File: src/rtl/tiny_cpu_prog_loader.sv
// Byte-serial program loader for a 32x8 program store: hunts for a header byte,
// then takes a length, payload and XOR checksum before letting the CPU fetch from the store.
module tiny_cpu_prog_loader #(
    parameter logic [7:0] HDR_BYTE    = 8'hA5,
    parameter int         SYNC_STAGES = 2
) (
    input  logic       clk,
    input  logic       reset_n,
    input  logic       ld_en,
    input  logic       ld_strobe,
    input  logic [7:0] ld_data,
    input  logic [4:0] fetch_addr,
    output logic [7:0] fetch_data,
    output logic       cpu_run,
    output logic       ld_busy,
    output logic       ld_err,
    output logic [5:0] ld_count
);

    typedef enum logic [2:0] {
        S_IDLE, S_HDR, S_LEN, S_DATA, S_CHK, S_DONE, S_ERR
    } state_t;

    state_t                 state_q, state_d;
    logic [SYNC_STAGES-1:0] sync_q, sync_d;
    logic                   edge_q, edge_d;
    logic [5:0]             len_q, len_d;
    logic [5:0]             cnt_q, cnt_d;
    logic [4:0]             wptr_q, wptr_d;
    logic [7:0]             csum_q, csum_d;
    logic                   run_q, run_d;
    logic                   busy_q, busy_d;
    logic                   err_q, err_d;
    logic                   byte_ev;
    logic                   we;
    logic [7:0]             mem [32];

    always_comb begin
        state_d = state_q;
        sync_d  = {sync_q[SYNC_STAGES-2:0], ld_strobe};
        edge_d  = sync_q[SYNC_STAGES-1];
        len_d   = len_q;
        cnt_d   = cnt_q;
        wptr_d  = wptr_q;
        csum_d  = csum_q;
        run_d   = run_q;
        err_d   = err_q;
        we      = 1'b0;
        byte_ev = sync_q[SYNC_STAGES-1] & ~edge_q;

        case (state_q)
            S_IDLE: if (ld_en) begin
                state_d = S_HDR;
                run_d   = 1'b0;
                err_d   = 1'b0;
            end
            S_DONE, S_ERR: if (!ld_en) state_d = S_IDLE;
            default: begin
                // Dropping ld_en mid-frame wins over any byte arriving in the same cycle.
                if (!ld_en) begin
                    state_d = S_ERR;
                    err_d   = 1'b1;
                    run_d   = 1'b0;
                end else if (byte_ev) begin
                    case (state_q)
                        S_HDR: if (ld_data == HDR_BYTE) state_d = S_LEN;
                        S_LEN: begin
                            if (ld_data >= 8'd1 && ld_data <= 8'd32) begin
                                state_d = S_DATA;
                                len_d   = ld_data[5:0];
                                cnt_d   = 6'd0;
                                wptr_d  = 5'd0;
                                csum_d  = 8'h00;
                            end else begin
                                state_d = S_ERR;
                                err_d   = 1'b1;
                            end
                        end
                        S_DATA: begin
                            we     = 1'b1;
                            wptr_d = wptr_q + 5'd1;
                            cnt_d  = cnt_q + 6'd1;
                            csum_d = csum_q ^ ld_data;
                            if (cnt_q + 6'd1 == len_q) state_d = S_CHK;
                        end
                        S_CHK: begin
                            if (ld_data == csum_q) begin
                                state_d = S_DONE;
                                run_d   = 1'b1;
                            end else begin
                                state_d = S_ERR;
                                err_d   = 1'b1;
                            end
                        end
                        default: ;
                    endcase
                end
            end
        endcase

        busy_d = (state_d == S_HDR) || (state_d == S_LEN) ||
                 (state_d == S_DATA) || (state_d == S_CHK);
    end

    always_ff @(posedge clk or negedge reset_n) begin
        if (!reset_n) begin
            state_q <= S_IDLE;
            sync_q  <= '0;
            edge_q  <= 1'b0;
            len_q   <= 6'd0;
            cnt_q   <= 6'd0;
            wptr_q  <= 5'd0;
            csum_q  <= 8'h00;
            run_q   <= 1'b0;
            busy_q  <= 1'b0;
            err_q   <= 1'b0;
        end else begin
            state_q <= state_d;
            sync_q  <= sync_d;
            edge_q  <= edge_d;
            len_q   <= len_d;
            cnt_q   <= cnt_d;
            wptr_q  <= wptr_d;
            csum_q  <= csum_d;
            run_q   <= run_d;
            busy_q  <= busy_d;
            err_q   <= err_d;
        end
    end

    // Store contents deliberately survive reset.
    always_ff @(posedge clk) begin
        if (we) mem[wptr_q] <= ld_data;
    end

    assign fetch_data = run_q ? mem[fetch_addr] : 8'h00;
    assign cpu_run    = run_q;
    assign ld_busy    = busy_q;
    assign ld_err     = err_q;
    assign ld_count   = cnt_q;

endmodule

File: config.mk
export PLATFORM = sky130hd
export DESIGN_NAME = tiny_cpu_prog_loader
export DESIGN_NICKNAME = d
export VERILOG_FILES = /design/src/rtl/tiny_cpu_prog_loader.sv
export SDC_FILE = /design/constraint.sdc
export NUM_CORES = 1
export LEC_CHECK = 0
export BUFFER_PORTS_ARGS = -buffer_cell sky130_fd_sc_hd__clkbuf_2
export CORE_MARGIN = 2
export CORE_UTILIZATION = 40
export DETAILED_ROUTE_END_ITERATION = 12
export PLACE_DENSITY = 0.61
export SLEW_MARGIN = 20
export SYNTH_ARGS = -nofsm -noshare
export SYNTH_HDL_FRONTEND = slang
export SYNTH_SLANG_ARGS = --single-unit
export TNS_END_PERCENT = 100
File: constraint.sdc
create_clock -name clk -period 5.4 [get_ports clk]
set_clock_uncertainty 0.15 [all_clocks]
set_input_delay 0.27 -clock clk [delete_from_list [all_inputs] [get_ports clk]]
set_output_delay 0.27 -clock clk [all_outputs]
set_load 0.05 [all_outputs]
After elaboration in Yosys (flattened, before gate mapping)

Memory sizes are Yosys's and may differ from the RTL's.
Cells that the tools add are included.

Add/sub/neg operators: 2
$lt $le $gt $ge: 2
Eq/ne operators: 21
Multiplexer cells: 35
Bitwise gates (word level): 5
Reduce and logical (&&, ||, !) cells: 12

Operators by type and width:

| cell                                                               | count |
|---|---|
| 2-to-1 mux 3 bit                                                   | 7 |
| 2-to-1 mux 8 bit                                                   | 2 |
| one-hot mux 8 bit (2 select lines)                                 | 1 |
| 2-to-1 mux 1 bit                                                   | 15 |
| AND reduction 5 bit                                                | 3 |
| equality test 3 x 2 -> 1 bit (second input constant)               | 4 |
| equality test 3 bit (second input constant)                        | 4 |
| one-hot mux 3 bit (4 select lines)                                 | 1 |
| one-hot mux 6 bit (2 select lines)                                 | 1 |
| one-hot mux 5 bit (2 select lines)                                 | 1 |
| != test 3 x 1 -> 1 bit (second input constant)                     | 3 |
| equality test 8 bit                                                | 1 |
| equality test 8 bit (second input constant)                        | 1 |
| greater-or-equal comparator 8 x 1 -> 1 bit (second input constant) | 1 |
| less-or-equal comparator 8 x 6 -> 1 bit (second input constant)    | 1 |
| bitwise XOR 8 bit                                                  | 1 |
| adder 6 x 1 -> 6 bit (second input constant)                       | 1 |
| equality test 3 x 1 -> 1 bit (second input constant)               | 2 |
| equality test 6 bit                                                | 1 |
| 2-to-1 mux 6 bit                                                   | 1 |
| one-hot mux 1 bit (2 select lines)                                 | 3 |
| one-hot mux 3 bit (2 select lines)                                 | 1 |
| AND reduction 6 bit                                                | 1 |
| adder 5 x 1 -> 5 bit (second input constant)                       | 1 |
| 14 further kinds                                                   | 19 |

Register bits: 34
Bits in writable memories: 256
Input port bits: 17
Output and inout port bits: 17
Logic and storage cells: 88
Memories kept: 1

Memory list:

| memory | depth | bits a word | rd ports | clocked after memory_dff | wr ports | RTL line | RTL |
|---|---|---|---|---|---|---|---|
| mem    | 32    | 8           | 1        | 0                        | 1        | 36       | `logic [7:0] mem [32];` |

Depth between registers and ports, before layout

Gate-level depths: netlist of the first run.

Depth after elaboration: 11
Depth in mapped cells: 8
Depth with buffers taken out: 7

Worst setup path before layout of the first run

No wires, ideal clock.

Kind: in2out
Start: input fetch_addr[0]
End: output fetch_data[0]
Arrival time: 2.279 ns
Data required time: 4.980 ns
Slack: 2.701 ns
Stages: 6
Buffers on the path: 2
Path through: clkbuf_1 buf_2 mux4_2 mux4_2 mux2i_1 nor2b_1

Word-level cells in the longest chain between the ends: 2

RTL lines:

| item                     | RTL line | RTL |
|---|---|---|
| from (decl)              | 12       | `input logic [4:0] fetch_addr,` |
| memory read (32 x 8 bit) | -        |  |
| 2-to-1 mux 8 bit         | 136      | `assign fetch_data = run_q ? mem[fetch_addr] : 8'h00;` |
| to (decl)                | 13       | `output logic [7:0] fetch_data,` |

Every way passes these cells.

Final worst setup path of the first run

Start: input fetch_addr[0]
End: output fetch_data[6]

Same word-level chain as after synthesis.

==> summary.md, run 1 <==
| Metric | Value |
|---|---|
| CTS tree | built |
| Clock transition at path regs | 0.06 ns |
| Async set-reset flop share out of synthesis | 0.1172 |
| Slew headroom | 0.3085 |
| Setup TNS | 0 ns |
| Drt drc | 0 |
| Worst-margin pin slew | 1.030 ns |
| Most frequent CP cell | mux4_2 |
| Post-synth EDFFs | 256 |
| Post-CTS setup buffers | 0 |
| Initial antenna violation count | 0 |
| Net count, final | between 600 and 700 |
| Kind of critical path | in2out |
| Post-Syn Area per Cell | between 15 and 20 um2 |
| Slowest cell on crit path | buf_4 |
| # rows | 63 |
| # resized after CTS | 0 |
| DR vias/cell | about 5.5 |
| Die area | 0.03118 mm2 |
| Overall routing resource usage | 0.1611 |
| Top-Level Pins | 34 |
| Synth unique cells | 60 |
| Mapped cell area | 0.01191 mm2 |
| Hold/Removal Path Class | in2reg |
| Area growth syn-to-layout | 13.70% |
| Register area | about 0.0085 mm2 |
| Yosys top cell area share | 0.6454 |
| Core Area | 0.02948 mm2 |
| Routed WL per cell | roughly 23 um |
| N_diodes | 0 |
| WL met2 | 11,640 um |
| CP startpoint kind | input port |
| Critical path peak fanout | 41 |
| M1 WL | 11,290 um |
| Final cell count without fillers | 1,089 |
| Die Wd | 176.6 um |
| Fraction of layout cells with a size suffix above 1 | 0.2632 |
| Placed cells | 1,030 |
| Critical path data arrival time | between 2 and 3 ns |
| DRT iter0 DRCs | a little over 500 |
| H-tree levels | 1 |
| Required @ worst endpoint | 4.98 ns |
| Synth top cells by count | 256 x edfxtp_1, 80 x mux4_2, 52 x nor2_1 |
| CP max stage delay | 0.63 ns |
| Hold path cells | 1 |
| Via count | between 5,000 and 6,000 |
| Reg-to-reg startpoint | state_q[2] |
| Top FF cell, synth | edfxtp_1 |
| RD Place Congestion | 0.7821 |
| R2R setup slack | between 2 and 2.5 ns |
| Critical path, cell by cell | buf_4 > buf_12 > mux4_2 > mux4_2 > mux2i_1 > nor2b_1 > clkbuf_2 |
| Die Height | 176.6 um |
| Gr ovfl total | 0 |
| Minimum clock period | 3.223 ns |
| Largest net degree at the start of global routing | 65 |
| First-pass GRT wire length | approximately 38,000 um |
| Final setup vio count | 0 |
| First drt pass iteration count | 5 |
| Number of max-cap violations | 0 |
| Clk_lat worst skew | 0.55 ns |
| Top sig layer | met4 |
| Filler cell count in the final layout | 2,450 |
| Slew Limit Fails | 0 |
| Register bit total from synthesis | 290 |
| Most common cell in the netlist | edfxtp_1 |
| Yosys warns | 0 |
| Fin crit share | 0.5969 |
| Crit end category | output pin |
| HPWL Detailed | between 15,000 and 20,000 um |
| Synth area leader | edfxtp_1 |
| IO buf count | 33 |
| Crit path buf inv count | 3 |
| Reg-to-Reg End | mem[5][7] |
| Met3 WL | between 1000 and 1500 um |
| Worst hold start | ld_data[4] |
| R2r worst-path depth | 6 |
| Worst path top cell family by delay | multiplexers |
| Multi-input gate area | 0.003176 mm2 |
| CTS buffer count | 30 |
| Final hold viol count | 0 |
| Clock Root Buffer | clkbuf_16 |
| Maximum vdd drop | between 0.2 and 0.3 mV |
| Cells after synthesis | approximately 640 |
| Worst Hold End | mem[30][4] |
| Vias in the first global route | 6,080 |
| Leakage power | 0.004456 uW |
| Syn nets | around 660 |
| Post-synthesis sequential area ratio | 0.7168 |
| Area contributors post-synth | edfxtp_1 65%, mux4_2 15%, dfrtp_1 7.1% |
| Total Wirelength | ~25,000 um |
| Fmax | just over 300 MHz |
| Unrepaired setup endpoints after global routing | false |
| Clk sinks | 290 |
| Status | finished clean |
| Clock Tree Buf Depth | 3 |
| Pwr Density | 389.4 mW/mm2 |
| Antenna Nets Post-Route | 0 |
| Initial core utilization | 0.4040 |
## worst register-to-register path: cells and delay by family, from the launching register on
kind          cells  cell delay (ns)
simple gates      5             1.87
buf+inv           1             0.22
flops             1             0.52
## power by group
part	switching (uW)	internal, uW	total, uW	leakage [uW]
logic	315	210	526	0.00120
clock network	865	1290	2160	0.000501
registers	89.3	2500	2590	0.00275
## cells by family after synthesis
logic type,Yosys count,share of synthesized area
simple gates,125,0.05147
flops,290,0.7168
buf+inv,42,0.01660
fa+ha+maj,5,0.005252
mux,95,0.1645
xor+xnor,19,0.01397
compound gates,59,0.03141
## flip-flops by register name, summed over array words and instances, names as in the netlist
| signal | count |
|---|---|
| ld_err | 1 |
| ld_busy | 1 |
| ld_count | 6 |
| edge_q | 1 |
| len_q | 6 |
| state_q | 3 |
| mem | 256 |
| sync_q | 2 |
| cpu_run | 1 |
| csum_q | 8 |
| wptr_q | 5 |
## layout make-up
type / count / share of cell area
clock buffer: 36 / 0.05857
inverter: 7 / 0.001940
multi-input combinational: 303 / 0.2345
timing repair buffer: 43 / 0.01940
tap: 390 / 0.03603
clock inverter: 20 / 0.01912
sequential: 290 / 0.6305
## how the worst max path moves through the flow
stage	slack (ns)	from	endpoint	cells past startpoint
final	2.18	fetch_addr[0]	fetch_data[6]	7
after global routing	2.00	fetch_addr[0]	fetch_data[2]	7
after CTS	2.14	fetch_addr[0]	fetch_data[6]	7
after detailed placement	2.14	fetch_addr[0]	fetch_data[6]	7
after global placement	2.15	fetch_addr[0]	fetch_data[4]	7
after floorplan	2.70	fetch_addr[0]	fetch_data[0]	6
## repair_timing
action,in CTS,in global routing
endpoints found under the setup margin,0,0
hold buffers,3,0
hold endpoints to repair,36,0
## per-layer routing
| layer | track usage | vias up |
|---|---|---|
| li1 | - | 2622 |
| met1 | 0.2399 | 3090 |
| met2 | 0.2546 | 200 |
| met3 | 0.02369 | 29 |
| met4 | 0.03306 | 0 |
| met5 | 0 | - |
## metrics by stage
step | hold WS (ns) | instance area, um2 | setup slack, ns | total power (uW) | utilization
floorplan | -0.1756 | 11910 | 2.701 | 3006 | -
CTS | 0.02815 | 13540 | 2.141 | 5308 | 0.4594
finish | 0.02890 | 13540 | 2.177 | 5273 | 0.4594
detailed placement | 0.1847 | 12460 | 2.142 | 3159 | 0.4227
global route | 0.02789 | 13540 | 2.000 | 5466 | 0.4594
global placement | 0.1824 | 12460 | 2.150 | 3133 | 0.4227
## layout by cell type, fill, tap and decap left out, types with 2 or more instances in the layout
cell type and n:
a22o_1 2, mux4_2 80, dlygate4sd3_1 3, xnor2_1 10, dfrtp_1 34, buf_4 7, o211ai_1 5, a32o_1 2
nor4_1 3, clkbuf_2 32, and2_1 3, clkinvlp_4 4, or2_2 2, nand2b_1 3, clkinv_2 5, xor2_1 9
nor2_1 52, clkinv_1 4, mux2_2 6, bufinv_16 5, edfxtp_1 256, clkbuf_1 4, mux2i_1 9, clkbuf_8 2
clkbuf_16 30, inv_1 7, nand2_1 30, and3_1 2, a21oi_1 9, or4_1 2, nor2b_1 8, nand3_1 5
o21ai_0 26, ha_1 5, nand3b_1 3
No activity file was read; power rests on OpenSTA's default activity.
==> inputs of run 2 (changes only) <==
PLACE_DENSITY = 0.63   (was 0.61)
clock period = 2.9 ns   (was 5.4 ns; I/O delays follow)
==> run 2 against run 1 <==
Critical endpoint is now fetch_data[5]. Largest power group unchanged. Die area unchanged. Total power is 79% higher. Final cell count is 4.6% higher.
==> summary.md, run 2 (synthesized netlist as in run 1, its figures left out) <==
| Metric | Value |
|---|---|
| GR peak layer | met2 |
| Top flop regs | mem (256), csum_q (8) |
| Drt drc | 0 |
| CTS buffer count | 30 |
| Largest net degree at the start of global routing | 36 |
| Top-Level Pins | 34 |
| N_diodes | 0 |
| Net Sw Frac | 0.2459 |
| Minimum clock period | approximately 2.8 ns |
| Commonest non-fill, non-tap cell in the layout | edfxtp_1 |
| Critical path peak fanout | 1 |
| Met2 usage | 0.2751 |
| IO buf count | 33 |
| Pwr Density | ~700 mW/mm2 |
| Top reg by flops | mem |
| Unrepaired setup endpoints after global routing | false |
| Internal Power | 7123 uW |
| Initial core utilization | 0.4040 |
| Clock share of power | 0.379 |
| Final setup vio count | 0 |
| # resized after CTS | 0 |
| Initial antenna violation count | 0 |
| Worst hold margin | between 0.07 and 0.08 ns |
| # rows | 63 |
| Setup TNS | 0 ns |
| Gr ovfl total | 0 |
| Area growth syn-to-layout | 16.39% |
| DRT iter0 DRCs | 644 |
| Maximum vdd drop | roughly 0.48 mV |
| Fraction of layout cells with a size suffix above 1 | 0.3017 |
| H-tree levels | 1 |
| Clock transition at path regs | 0.06 ns |
| Via count | 6,226 |
| First-pass GRT wire length | 40,550 um |
| Met1 Use GR | 0.2550 |
| Net count, final | 747 |
| CP startpoint kind | register |
| Combinational share of power | 0.112 |
| Fmax | approximately 360 MHz |
| Fin crit share | 0.9501 |
| Die Height | 176.6 um |
| Clk_lat worst skew | around 0.55 ns |
| Clock Tree Buf Depth | 3 |
| Met3 Resource Use GR | 0.02972 |
| Vias in the first global route | 6,428 |
| Clock Root Buffer | clkbuf_16 |
| Overall routing resource usage | 0.1749 |
| Die area | 0.03118 mm2 |
| Required @ worst endpoint | 2.61 ns |
| Number of max-cap violations | 0 |
| Antenna Nets Post-Route | 0 |
| Core Area | slightly below 0.03 mm2 |
| DR vias/cell | 5.466 |
| Crit end category | output pin |
| RD Place Congestion | roughly 0.80 |
| Critical path data arrival time | 2.46 ns |
| Routed WL per cell | 23.26 um |
| First drt pass iteration count | 5 |
| Status | finished clean |
| Slew Limit Fails | 0 |
| Hold/Removal Path Class | in2reg |
| Net Switching | 2323 uW |
| Max reg flops | between 200 and 300 |
| Post-CTS setup buffers | 0 |
| CTS tree | built |
| Total Wirelength | 26,490 um |
| Leakage power | 0.004688 uW |
| CTS Hold Buffers Added | 6 |
| Die Wd | 176.6 um |
| Worst-margin pin slew | 0.8719 ns |
| HPWL Detailed | about 18,000 um |
| Final hold viol count | 0 |
| Clk sinks | 290 |
| Flop pwr share | 0.509 |
| Slew headroom | 0.4187 |
| Commonest non-fill, non-tap cells in the layout | 256 x edfxtp_1, 80 x mux4_2, 52 x nor2_1, 49 x buf_4, 34 x dfrtp_1 |
| Kind of critical path | reg2out |
-- run 2: power by group through the flow --
stage                     Clock (uW)  Sequential, uW  Combinational (uW)
after floorplan                    0            4910                 691
after global placement             0            4880                1010
after detailed placement           0            4890                1050
after CTS                       3660            4800                1070
after global routing            3820            4830                1150
final                           3580            4810                1060
-- run 2: final timing paths --
| path | from | endpoint | slack (ns) | cells after the start |
|---|---|---|---|---|
| max in group asynchronous | reset_n | csum_q[2] | 1.96 | 2 |
| setup reg to reg | state_q[2] | mem[16][5] | 0.27 | 6 |
| hold reg to reg | sync_q[0] | sync_q[1] | 0.20 | 0 |
| hold / removal | ld_data[5] | csum_q[5] | 0.07 | 3 |
| min in group asynchronous | reset_n | ld_err | 0.09 | 2 |
| setup / recovery | mem[26][5] | fetch_data[5] | 0.14 | 5 |
-- run 2: area by class of cell --
class	count	area [um2]
clock buffers	36	794.5
repair buffers	93	708.2
flip-flops and latches	290	8538
fillers	2473	15620
multi-input cells	303	3176
well taps	390	488.0
clock inverters	20	132.6
inverters	7	26.28
-- run 2: critical path, cell delays in order, from the launching register on --
cell	delay [ns]
edfxtp_1	0.37
mux4_2	0.51
mux4_2	0.54
mux2i_1	0.18
nor2b_1	0.09
clkbuf_2	0.24
-- run 2: metal layers --
metal	share of wire	wire length, um	vias to the layer above
li1	-	-	2724
met1	0.44	11710	3236
met2	0.47	12480	224
met3	0.066	1742	42
met4	0.021	557	0
met5	0	0	-
-- run 2: per-stage QoR --
stage / instance area (um2) / utilization / worst slack (ns) / total power (uW) / std cells
floorplan: 11910 / - / 0.3002 / 5598 / 635
global placement: 12880 / 0.4368 / 0.3280 / 5887 / 1077
detailed placement: 12880 / 0.4368 / 0.3067 / 5940 / 1077
CTS: 13860 / 0.4702 / 0.1007 / 9531 / 1139
global route: 13860 / 0.4702 / 0.05472 / 9800 / 1139
finish: 13860 / 0.4702 / 0.1448 / 9445 / 1139
